`config.mk`:
```
export PLATFORM = sky130hd
export DESIGN_NAME = one_wire_tx_sequencer
export DESIGN_NICKNAME = d
export VERILOG_FILES = /design/src/rtl/one_wire_tx_sequencer.sv
export SDC_FILE = /design/constraint.sdc
export NUM_CORES = 1
export LEC_CHECK = 0
export ABC_AREA = 1
export BUFFER_PORTS_ARGS = -buffer_cell sky130_fd_sc_hd__buf_2
export CAP_MARGIN = 30
export CORE_MARGIN = 2
export CORE_UTILIZATION = 30
export DETAILED_ROUTE_END_ITERATION = 16
export SYNTH_ARGS = -nofsm -noshare
export SYNTH_HDL_FRONTEND = slang
export SYNTH_SLANG_ARGS = --single-unit
```
`constraint.sdc`:
```
create_clock -name clk -period 2.2 [get_ports clk]
set_clock_uncertainty 0.15 [all_clocks]
set_input_delay 0.44 -clock clk [delete_from_list [all_inputs] [get_ports clk]]
set_output_delay 0.44 -clock clk [all_outputs]
set_load 0.005 [all_outputs]
```
`src/rtl/one_wire_tx_sequencer.sv`:
```
// 1-Wire transmit burst sequencer: optional reset/presence cycle, then streams
// bytes from the scratchpad BRAM read port into the byte engine over valid/ready.
module one_wire_tx_sequencer #(
  parameter int ADDR_WIDTH = 5,
  parameter int DATA_WIDTH = 8,
  parameter int LEN_WIDTH  = 6,
  parameter int DV_TIMEOUT = 15
) (
  input  logic                  clk,
  input  logic                  reset,
  input  logic                  start,
  input  logic                  abort,
  input  logic [ADDR_WIDTH-1:0] base_addr,
  input  logic [LEN_WIDTH-1:0]  length,
  input  logic                  send_reset,
  output logic                  busy,
  output logic                  done,
  output logic                  error,
  output logic [2:0]            err_code,
  output logic [LEN_WIDTH-1:0]  bytes_sent,
  output logic                  mem_rd_en,
  output logic [ADDR_WIDTH-1:0] mem_rd_addr,
  input  logic [DATA_WIDTH-1:0] mem_rd_data,
  input  logic                  mem_rd_dv,
  output logic                  ow_rst_req,
  input  logic                  ow_rst_ack,
  input  logic                  ow_presence,
  output logic                  tx_valid,
  output logic [DATA_WIDTH-1:0] tx_data,
  input  logic                  tx_ready
);

  localparam int DEPTH  = 1 << ADDR_WIDTH;
  localparam int WAIT_W = $clog2(DV_TIMEOUT + 1);

  typedef enum logic [2:0] {
    S_IDLE, S_CHECK, S_OW_RST, S_RD_REQ, S_TX, S_FINISH
  } state_e;

  typedef enum logic [2:0] {
    ERR_NONE    = 3'd0,
    ERR_NO_PRES = 3'd1,
    ERR_MEM_TO  = 3'd2,
    ERR_BAD_LEN = 3'd3,
    ERR_ABORT   = 3'd4
  } err_e;

  state_e                r_state;
  state_e                w_state_nxt;
  logic                  r_busy;
  logic                  r_error;
  err_e                  r_err_code;
  logic [LEN_WIDTH-1:0]  r_bytes_sent;
  logic [LEN_WIDTH-1:0]  r_len;
  logic                  r_send_rst;
  logic [ADDR_WIDTH-1:0] r_addr;
  logic [DATA_WIDTH-1:0] r_tx_data;
  logic [WAIT_W-1:0]     r_wait;

  logic                  w_fail;
  err_e                  w_fail_code;
  logic                  w_accept;
  logic                  w_dv_take;
  logic                  w_hs;
  logic [LEN_WIDTH-1:0]  w_sent_inc;

  // NOTE: every signal gets a default before the case so no path infers a latch.
  always_comb begin
    w_state_nxt = r_state;
    w_fail      = 1'b0;
    w_fail_code = ERR_NONE;
    w_accept    = (r_state == S_IDLE) && start;
    w_dv_take   = (r_state == S_RD_REQ) && mem_rd_dv;
    w_hs        = (r_state == S_TX) && tx_ready;
    w_sent_inc  = r_bytes_sent + 1'b1;

    case (r_state)
      S_IDLE:
        if (start) w_state_nxt = S_CHECK;
      S_CHECK:
        if (int'(r_len) > DEPTH) begin
          w_fail      = 1'b1;
          w_fail_code = ERR_BAD_LEN;
        end else if (r_send_rst) begin
          w_state_nxt = S_OW_RST;
        end else begin
          w_state_nxt = (r_len != '0) ? S_RD_REQ : S_FINISH;
        end
      S_OW_RST:
        if (ow_rst_ack) begin
          if (!ow_presence) begin
            w_fail      = 1'b1;
            w_fail_code = ERR_NO_PRES;
          end else begin
            w_state_nxt = (r_len != '0) ? S_RD_REQ : S_FINISH;
          end
        end
      S_RD_REQ:
        if (mem_rd_dv) begin
          w_state_nxt = S_TX;
        end else if (r_wait == WAIT_W'(DV_TIMEOUT - 1)) begin
          w_fail      = 1'b1;
          w_fail_code = ERR_MEM_TO;
        end
      S_TX:
        if (tx_ready) w_state_nxt = (w_sent_inc == r_len) ? S_FINISH : S_RD_REQ;
      S_FINISH:
        w_state_nxt = S_IDLE;
      default:
        w_state_nxt = S_IDLE;
    endcase

    // Abort wins over any other outcome, but a coincident handshake still counts.
    if (abort && r_state != S_IDLE) begin
      w_fail      = 1'b1;
      w_fail_code = ERR_ABORT;
    end
    if (w_fail) w_state_nxt = S_IDLE;
  end

  // NOTE: sequential state uses non-blocking assignments only, so every flop
  // samples pre-edge values regardless of statement order.
  always_ff @(posedge clk) begin
    if (reset) begin
      r_state      <= S_IDLE;
      r_busy       <= 1'b0;
      r_error      <= 1'b0;
      r_err_code   <= ERR_NONE;
      r_bytes_sent <= '0;
      r_len        <= '0;
      r_send_rst   <= 1'b0;
      r_addr       <= '0;
      r_tx_data    <= '0;
      r_wait       <= '0;
    end else begin
      r_state <= w_state_nxt;
      r_busy  <= (w_state_nxt != S_IDLE);
      r_error <= w_fail;
      // Cleared outside RD_REQ, so it always starts from zero on entry.
      r_wait  <= (r_state == S_RD_REQ) ? r_wait + 1'b1 : '0;
      if (w_accept) begin
        r_addr       <= base_addr;
        r_len        <= length;
        r_send_rst   <= send_reset;
        r_bytes_sent <= '0;
        r_err_code   <= ERR_NONE;
      end
      if (w_fail)    r_err_code <= w_fail_code;
      if (w_dv_take) r_tx_data  <= mem_rd_data;
      if (w_hs) begin
        r_bytes_sent <= w_sent_inc;
        r_addr       <= r_addr + 1'b1;
      end
    end
  end

  assign busy        = r_busy;
  assign done        = (r_state == S_FINISH);
  assign error       = r_error;
  assign err_code    = r_err_code;
  assign bytes_sent  = r_bytes_sent;
  assign mem_rd_en   = (r_state == S_RD_REQ);
  assign mem_rd_addr = r_addr;
  assign ow_rst_req  = (r_state == S_OW_RST);
  assign tx_valid    = (r_state == S_TX);
  assign tx_data     = r_tx_data;

endmodule
```
-- Word-level counts from Yosys, hierarchy flattened
Index checks and enable logic that the tools add are counted.
- input bits: 28
- flip-flop bits (word level): 38
- output and inout bits: 28
- logic and storage cells: 64
- $add $sub $neg: 3
- reductions and logical operators: 11
- muxes and demuxes: 31
- $lt $le $gt $ge: 1
- equality and inequality tests: 7
- bitwise operators: 1
- operator list (cell ; number):
    $mux W3 ; 13
    $pmux W3 S5 ; 1
    $mux W6 ; 2
    $mux W5 ; 2
    $mux W1 ; 8
    $add A6 B1 Y6 const B ; 1
    $eq A3 B2 Y1 const B ; 2
    $eq A3 B3 Y1 const B ; 2
    $eq A6 B6 Y1 ; 1
    $gt A6 B6 Y1 const B ; 1
    $mux W2 ; 3
    $pmux W2 S3 ; 1
    $reduce_bool A3 Y1 ; 2
    $reduce_bool A6 Y1 ; 1
    $add A5 B1 Y5 const B ; 1
    $add A4 B1 Y4 const B ; 1
    $eq A4 B4 Y1 const B ; 1
    $logic_and A1 B1 Y1 ; 4
    $reduce_bool A2 Y1 ; 2
    $eq A3 B1 Y1 const B ; 1
    $logic_not A3 Y1 ; 1
    $pmux W1 S3 ; 1
    $reduce_or A2 Y1 ; 1
    $not A1 Y1 ; 1

-- Longest topological paths before layout
Gate-level depths: netlist (run 1).
- depth in word-level cells: 7
- depth in mapped cells: 14
- gate-level depth less buffers: 14

-- Worst setup path before layout (run 1)
Ideal clock, no wire load.
- path kind: register -> register
- start: register r_bytes_sent[0] (netlist: bytes_sent[0])
- end: register r_busy (netlist: busy)
- arrival: 1.431 ns
- library setup time: 0.117 ns
- path buffers: 0
- cell stages (with the launch flop): 14
- required time: 1.933 ns
- path slack: 0.503 ns
- period minus slack after synthesis: 1.697 ns
- path through: dfxtp_1 > ha_1 > nand2_1 > nand2_1 > nor2_1 > nand3_1 > nor2_1 > nand3_1 > nand2_1 > nand2_1 > nand2_1 > nand2_1 > nand2_1 > nand2_1
- word-level cells in the longest chain between the ends: 7
- ends and longest elaborated chain (element ; line ; text):
    from (decl) ; 53 ; logic [LEN_WIDTH-1:0] r_bytes_sent;
    from (signal assigned) ; 151 ; r_bytes_sent <= w_sent_inc;
    $add A6 B1 Y6 ; 75 ; w_sent_inc = r_bytes_sent + 1'b1;
    $eq A6 B6 Y1 ; 106 ; if (tx_ready) w_state_nxt = (w_sent_inc == r_len) ? S_FINISH : S_RD_REQ;
    $mux W3 (2 in series) ; 106 ;
    $pmux W3 S5 ; 77 ; case (r_state)
    $mux W3 ; 118 ; if (w_fail) w_state_nxt = S_IDLE;
    $reduce_bool A3 Y1 ; 137 ; r_busy <= (w_state_nxt != S_IDLE);
    to (signal assigned) ; 137 ;
    to (decl) ; 50 ; logic r_busy;
Every way passes these cells.
A chain may end at the register's enable or synchronous reset.

-- Worst setup path after layout (run 1)
- start: register r_state[1]
- end: output mem_rd_en
- word-level cells in the longest chain between the ends: 1
- ends and longest elaborated chain (element ; line ; text):
    from (decl) ; 48 ; state_e r_state;
    from (signal assigned) ; 136 ; r_state <= w_state_nxt;
    $eq A3 B2 Y1 ; 162 ; assign mem_rd_en = (r_state == S_RD_REQ);
    to (decl) ; 21 ; output logic mem_rd_en,
Every way passes these cells.

==> results by group, run 1 <==
Run status
  • Status: complete, no violations

Global routing
  • First-pass GRT wire length: 8.107 mm
  • Total grt overflow: 0
  • Initial antenna violation count: 0
  • GR Util All Layers: 0.1417
  • Vias in the first global route: 1,687
  • Largest net degree at the start of global routing: 21

Place
  • Area of placed instances: 2266 um^2
  • Detailed Place HPWL: 3.691 mm
  • Final RePlAce weighted congestion: 0.9032
  • DP Worst Slack: 0.4328 ns
  • PortBufs: 55

Timing
  • Unrepaired setup endpoints after global routing: no
  • Fmax: 0.5102 GHz
  • # setup viols final: 0
  • Period minus WS final: 1.960 ns
  • Fin crit share: 0.8909
  • Worst-margin pin slew: 0.4419 ns
  • Final hold vios: 0
  • Final TNS setup: 0 ns
  • Worst Slack Setup Final: 0.2400 ns
  • Slew headroom: 0.7051
  • Fin. max-slew vios: 0

Cells and area
  • FF/Latch Area: 760.7 um^2
  • Area growth, synth to finish: 23.28%
  • Final Cell Area: 2372 um^2
  • Fraction of layout cells with a size suffix above 1: 0.2554
  • Footprint of the multi-input gates: 991.0 um^2
  • Post-layout net count: 356
  • Fill cell count: 697
  • # diodes: 0

Logic synthesis
  • Post-Syn Area: 1924 um^2
  • Synthesized netlist net count: 300
  • Syn Inst Count: 268
  • Seq/Total Area, Yosys: 0.3953
  • Netlist cell types: 33
  • Ys Warns: 0
  • Syn avg cell area: 7.180 um^2
  • Synth Register Bits: 38

Detailed routing
  • M1 WL: 2.267 mm
  • DRT iter0 DRCs: 121
  • DRC viols: 0
  • Drt wl/cell: 11.82 um
  • Via Count: 1,913
  • DRT Pass-1 Iters: 4
  • ANT nets after route: 0
  • Met3 Routed Length: 262 um
  • Vias/cell: 4.759
  • Top routing layer in use: met4
  • Length of routed met2 wiring: 2.131 mm
  • Final WL: 4.752 mm

Floorplan
  • Core area: 6277 um^2
  • Die height: 84.09 um
  • Die area: 7071 um^2
  • Initial Util: 0.3066
  • Chip width: 84.09 um
  • Ports: 56
  • FP Rows: 29

Worst setup path
  • Delay of the slowest critical-path stage: 0.47 ns
  • Worst path slowest cell: dfxtp_1
  • Critical Path, Cell by Cell: nand3_2, inv_1, buf_2
  • Critical Path Sink Type: output pin
  • WS Path Type: flip-flop to output pin
  • Max FO, Critical Path: 12
  • WP data arrival: 1.37 ns
  • CP required: 1.61 ns
  • Element type at the critical path start: flip-flop

CTS
  • Clk_lat worst skew: 0.28 ns
  • Worst-path clk slew: 0.07 ns
  • Hold buffer count at CTS: 0
  • Post_cts resized: 0
  • H-tree depth: 2
  • Clk buf depth: 2
  • Postcts setup bufs: 0
  • Clk sinks: 38
  • CTS tree: yes
  • Root Buffer: clkbuf_8
  • CTS buffer count: 5

Power
  • Leakage Power: 1.113 nW
  • Cell Pwr Density: 956.6 nW/um^2
  • VDD IR-drop max: 0.3398 mV

Min path
  • Hold crit path type: input pin to flip-flop

Job
  • Max-Cap Viols: 0
## synth_stat cells (all sizes together)
cell / number / area share
or2: 1 / 0.0033
o211ai: 1 / 0.0039
buf: 5 / 0.018
inv: 34 / 0.066
o221ai: 3 / 0.014
a221oi: 1 / 0.0078
nand4: 5 / 0.020
o21ai: 12 / 0.033
nand3: 30 / 0.086
dfxtp: 38 / 0.40
ha: 4 / 0.026
nor2: 20 / 0.044
o21bai: 2 / 0.0078
a21oi: 30 / 0.078
nor3: 3 / 0.010
a211oi: 1 / 0.0039
nand2: 69 / 0.15
xnor2: 1 / 0.0046
clkbuf: 3 / 0.0059
o2111ai: 1 / 0.0046
xor2: 1 / 0.0046
a31oi: 3 / 0.0098
## cells by family after synthesis
| kind of cell | after synthesis | share of synthesized area |
|---|---|---|
| simple gates | 128 | 0.3173 |
| compound gates | 54 | 0.1625 |
| buf+inv | 42 | 0.08972 |
| flops | 38 | 0.3953 |
| fa+ha+maj | 4 | 0.02601 |
| xor+xnor | 2 | 0.009104 |
## report_power, final
group	total, mW	leakage (nW)	switching [mW]	internal (mW)
registers	0.904	0.310	0.0983	0.805
logic	0.791	0.751	0.503	0.289
clock network	0.574	0.0524	0.235	0.339
total	2.27	1.11	0.836	1.43
## sequential cells by signal, indices dropped and copies added, names as in the netlist
register	count
r_len	6
busy	1
r_state	3
bytes_sent	6
r_wait	4
r_send_rst	1
err_code	3
mem_rd_addr	5
error	1
tx_data	8
## final timing paths
path	slack, ns	from	cells past startpoint	to
max	0.24	r_state[1]	3	mem_rd_en
min	0.26	base_addr[1]	3	mem_rd_addr[1]
max reg2reg	0.42	r_state[2]	9	busy
min reg2reg	0.32	tx_data[2]	2	tx_data[2]
## layout make-up
class / count / share of cell area
Sequential cell: 38 / 0.3207
Clock inverter: 1 / 0.01266
Inverter: 34 / 0.05380
Timing Repair Buffer: 57 / 0.1224
Multi-Input combinational cell: 188 / 0.4177
Clock buffer: 7 / 0.03217
Tap cell: 77 / 0.04061
## per-stage QoR
| stage | instances | util | hold slack, ns | power, mW |
|---|---|---|---|---|
| after detailed placement | 394 | 0.3610 | 0.3005 | 1.712 |
| after CTS | 402 | 0.3779 | 0.2537 | 2.292 |
| after floorplan | 268 | - | 0.2800 | 1.479 |
| after global placement | 394 | 0.3610 | 0.2952 | 1.707 |
| after global routing | 402 | 0.3779 | 0.2682 | 2.448 |
| final | 402 | 0.3779 | 0.2576 | 2.269 |
## layer usage
| metal | up-vias | track usage |
|---|---|---|
| met5 | - | 0 |
| met4 | 0 | 0.05718 |
| met3 | 7 | 0.03660 |
| met2 | 51 | 0.2114 |
| met1 | 859 | 0.1942 |
| li1 | 996 | - |
## placed cells by master, fill, tap and decap left out, types with 2 or more instances in the layout
master,count
nand2_1,64
buf_2,55
dfxtp_1,38
a21oi_1,30
inv_1,29
nand3_1,27
nor2_1,18
o21ai_0,9
inv_2,5
nand2_4,5
clkbuf_8,5
nand4_1,4
ha_1,4
nand3_2,3
o221ai_1,3
a31oi_1,3
nor3_1,2
o21ai_1,2
o21bai_1,2
clkbuf_1,2
buf_4,2
## worst max-delay path: cells and delay by family (launching register included)
kind                   cells  cell delay, ns
buffers and inverters      2            0.50
DFF                        1            0.47
and+or+nand+nor            1            0.12
No activity file was read; power rests on OpenSTA's default activity.
==> run 2, diff against run 1 <==
--- a/config.mk
+++ b/config.mk
@@ -8,9 +8,12 @@
 export ABC_AREA = 1
 export BUFFER_PORTS_ARGS = -buffer_cell sky130_fd_sc_hd__buf_2
 export CAP_MARGIN = 30
+export CELL_PAD_IN_SITES_DETAIL_PLACEMENT = 1
+export CELL_PAD_IN_SITES_GLOBAL_PLACEMENT = 1
 export CORE_MARGIN = 2
 export CORE_UTILIZATION = 30
 export DETAILED_ROUTE_END_ITERATION = 16
+export PLACE_DENSITY_LB_ADDON = 0.1
 export SYNTH_ARGS = -nofsm -noshare
 export SYNTH_HDL_FRONTEND = slang
 export SYNTH_SLANG_ARGS = --single-unit
==> results by group, run 2 (synthesized netlist as in run 1, its figures left out) <==
Run status
  • Status: complete, no violations

Timing
  • Final hold vios: 0
  • # setup viols final: 0
  • Fin. max-slew vios: 0
  • Worst-margin pin slew: 0.4739 ns
  • Final TNS setup: 0 ns
  • Unrepaired setup endpoints after global routing: no
  • Fmax: 0.5008 GHz
  • Slew headroom: 0.6837
  • Fin crit share: 0.9076
  • Period minus WS final: 1.997 ns

Detailed routing
  • DRC viols: 0
  • Drt wl/cell: 13.67 um
  • ANT nets after route: 0
  • Top routing layer in use: met4
  • Vias/cell: 4.767
  • Met3 Routed Length: 187 um
  • M1 WL: 2.465 mm
  • DRT iter0 DRCs: 60
  • Length of routed met2 wiring: 2.801 mm
  • Final WL: 5.507 mm
  • Via Count: 1,921
  • DRT Pass-1 Iters: 3

Global routing
  • GR Util All Layers: 0.1601
  • Initial antenna violation count: 0
  • Vias in the first global route: 1,960
  • Largest net degree at the start of global routing: 21
  • Total grt overflow: 0
  • First-pass GRT wire length: 9.197 mm

Worst setup path
  • WP data arrival: 1.41 ns
  • CP required: 1.61 ns
  • Worst r2r src: bytes_sent[1]
  • Critical Path Sink Type: output pin
  • Worst Setup SP: r_state[2]
  • Delay of the slowest critical-path stage: 0.37 ns
  • Reg2Reg Depth: 13
  • Element type at the critical path start: flip-flop
  • Worst path slowest cell: dfxtp_1
  • Critical Path, Cell by Cell: inv_2, nand3_2, inv_1, buf_4, buf_2
  • Crit path capture: mem_rd_en
  • RR Endpoint: busy
  • WS Path Type: flip-flop to output pin
  • R2r setup slk: 0.35 ns
  • Max FO, Critical Path: 7

Place
  • Final RePlAce weighted congestion: 0.7585
  • Detailed Place HPWL: 4.264 mm
  • PortBufs: 55

Job
  • Max-Cap Viols: 0

CTS
  • Hold buffer count at CTS: 0
  • Post_cts resized: 0
  • Clk buf depth: 2
  • Postcts setup bufs: 0
  • Clk sinks: 38
  • CTS tree: yes
  • Clk_lat worst skew: 0.29 ns
  • Root Buffer: clkbuf_8
  • CTS buffer count: 5
  • Worst-path clk slew: 0.08 ns
  • H-tree depth: 2

Floorplan
  • Core area: 6277 um^2
  • Ports: 56
  • Initial Util: 0.3066
  • FP Rows: 29
  • Die height: 84.09 um
  • Die area: 7071 um^2
  • Chip width: 84.09 um

Power
  • Pwr Total: 2.231 mW
  • Leakage Power: 1.113 nW
  • Cell Pwr Density: 941.9 nW/um^2
  • VDD IR-drop max: 0.3569 mV

Min path
  • Hold crit path type: input pin to flip-flop

Cells and area
  • Fraction of layout cells with a size suffix above 1: 0.2638
  • # diodes: 0
  • Commonest cells after routing, fill and taps aside: 64 x nand2_1, 55 x buf_2, 38 x dfxtp_1
  • Post-layout net count: 357
  • Fill cell count: 832
  • Max FFs per register: 8
  • Most common cell after layout, fill and taps aside: nand2_1
  • Area growth, synth to finish: 23.08%
[run 2: how the worst min path moves through the flow]
stage	from	endpoint	slack (ns)	cells past startpoint
floorplan	r_wait[0]	r_wait[0]	0.28	1
global placement	tx_data[1]	tx_data[1]	0.30	2
detailed placement	tx_data[3]	tx_data[3]	0.30	2
CTS	base_addr[1]	mem_rd_addr[1]	0.24	3
global route	mem_rd_data[7]	tx_data[7]	0.26	3
finish	base_addr[1]	mem_rd_addr[1]	0.24	3
[run 2: per-stage QoR]
step | util | cells | cell area, um^2 | hold slack (ns) | worst slack (ns)
global route | 0.3773 | 403 | 2369 | 0.2580 | 0.1125
global placement | 0.3622 | 395 | 2273 | 0.2986 | 0.3755
finish | 0.3773 | 403 | 2369 | 0.2357 | 0.2033
detailed placement | 0.3622 | 395 | 2273 | 0.3041 | 0.3246
floorplan | - | 268 | 1924 | 0.2800 | 0.5027
CTS | 0.3773 | 403 | 2369 | 0.2380 | 0.1867
[run 2: layout make-up]
class | count | area, um^2 | share of cell area
clock buffer | 6 | 82.58 | 0.03487
clock inverter | 2 | 12.51 | 0.005283
inverter | 34 | 127.6 | 0.05388
multi-input combinational | 188 | 991.0 | 0.4184
sequential | 38 | 760.7 | 0.3212
tap | 77 | 96.34 | 0.04068
timing repair buffer | 58 | 297.8 | 0.1257
[run 2: worst max-delay path: cells and delay by family (launching register included)]
family                 cells  cell delay [ns]
and+or+nand+nor            1             0.09
buffers and inverters      4             0.66
DFF                        1             0.37
[run 2: report_power, final]
group          switching [mW]  total [mW]  internal (mW)  leakage (nW)
Combinational           0.523       0.814          0.291         0.757
Sequential              0.101       0.907          0.805         0.310
Clock                   0.258       0.510          0.252        0.0472
[run 2: metal layers]
metal  vias to the layer above  track usage
met5                         -            0
met4                         0      0.03959
met3                         5      0.03165
met1                       891       0.1874
li1                       1001            -
met2                        24       0.2958
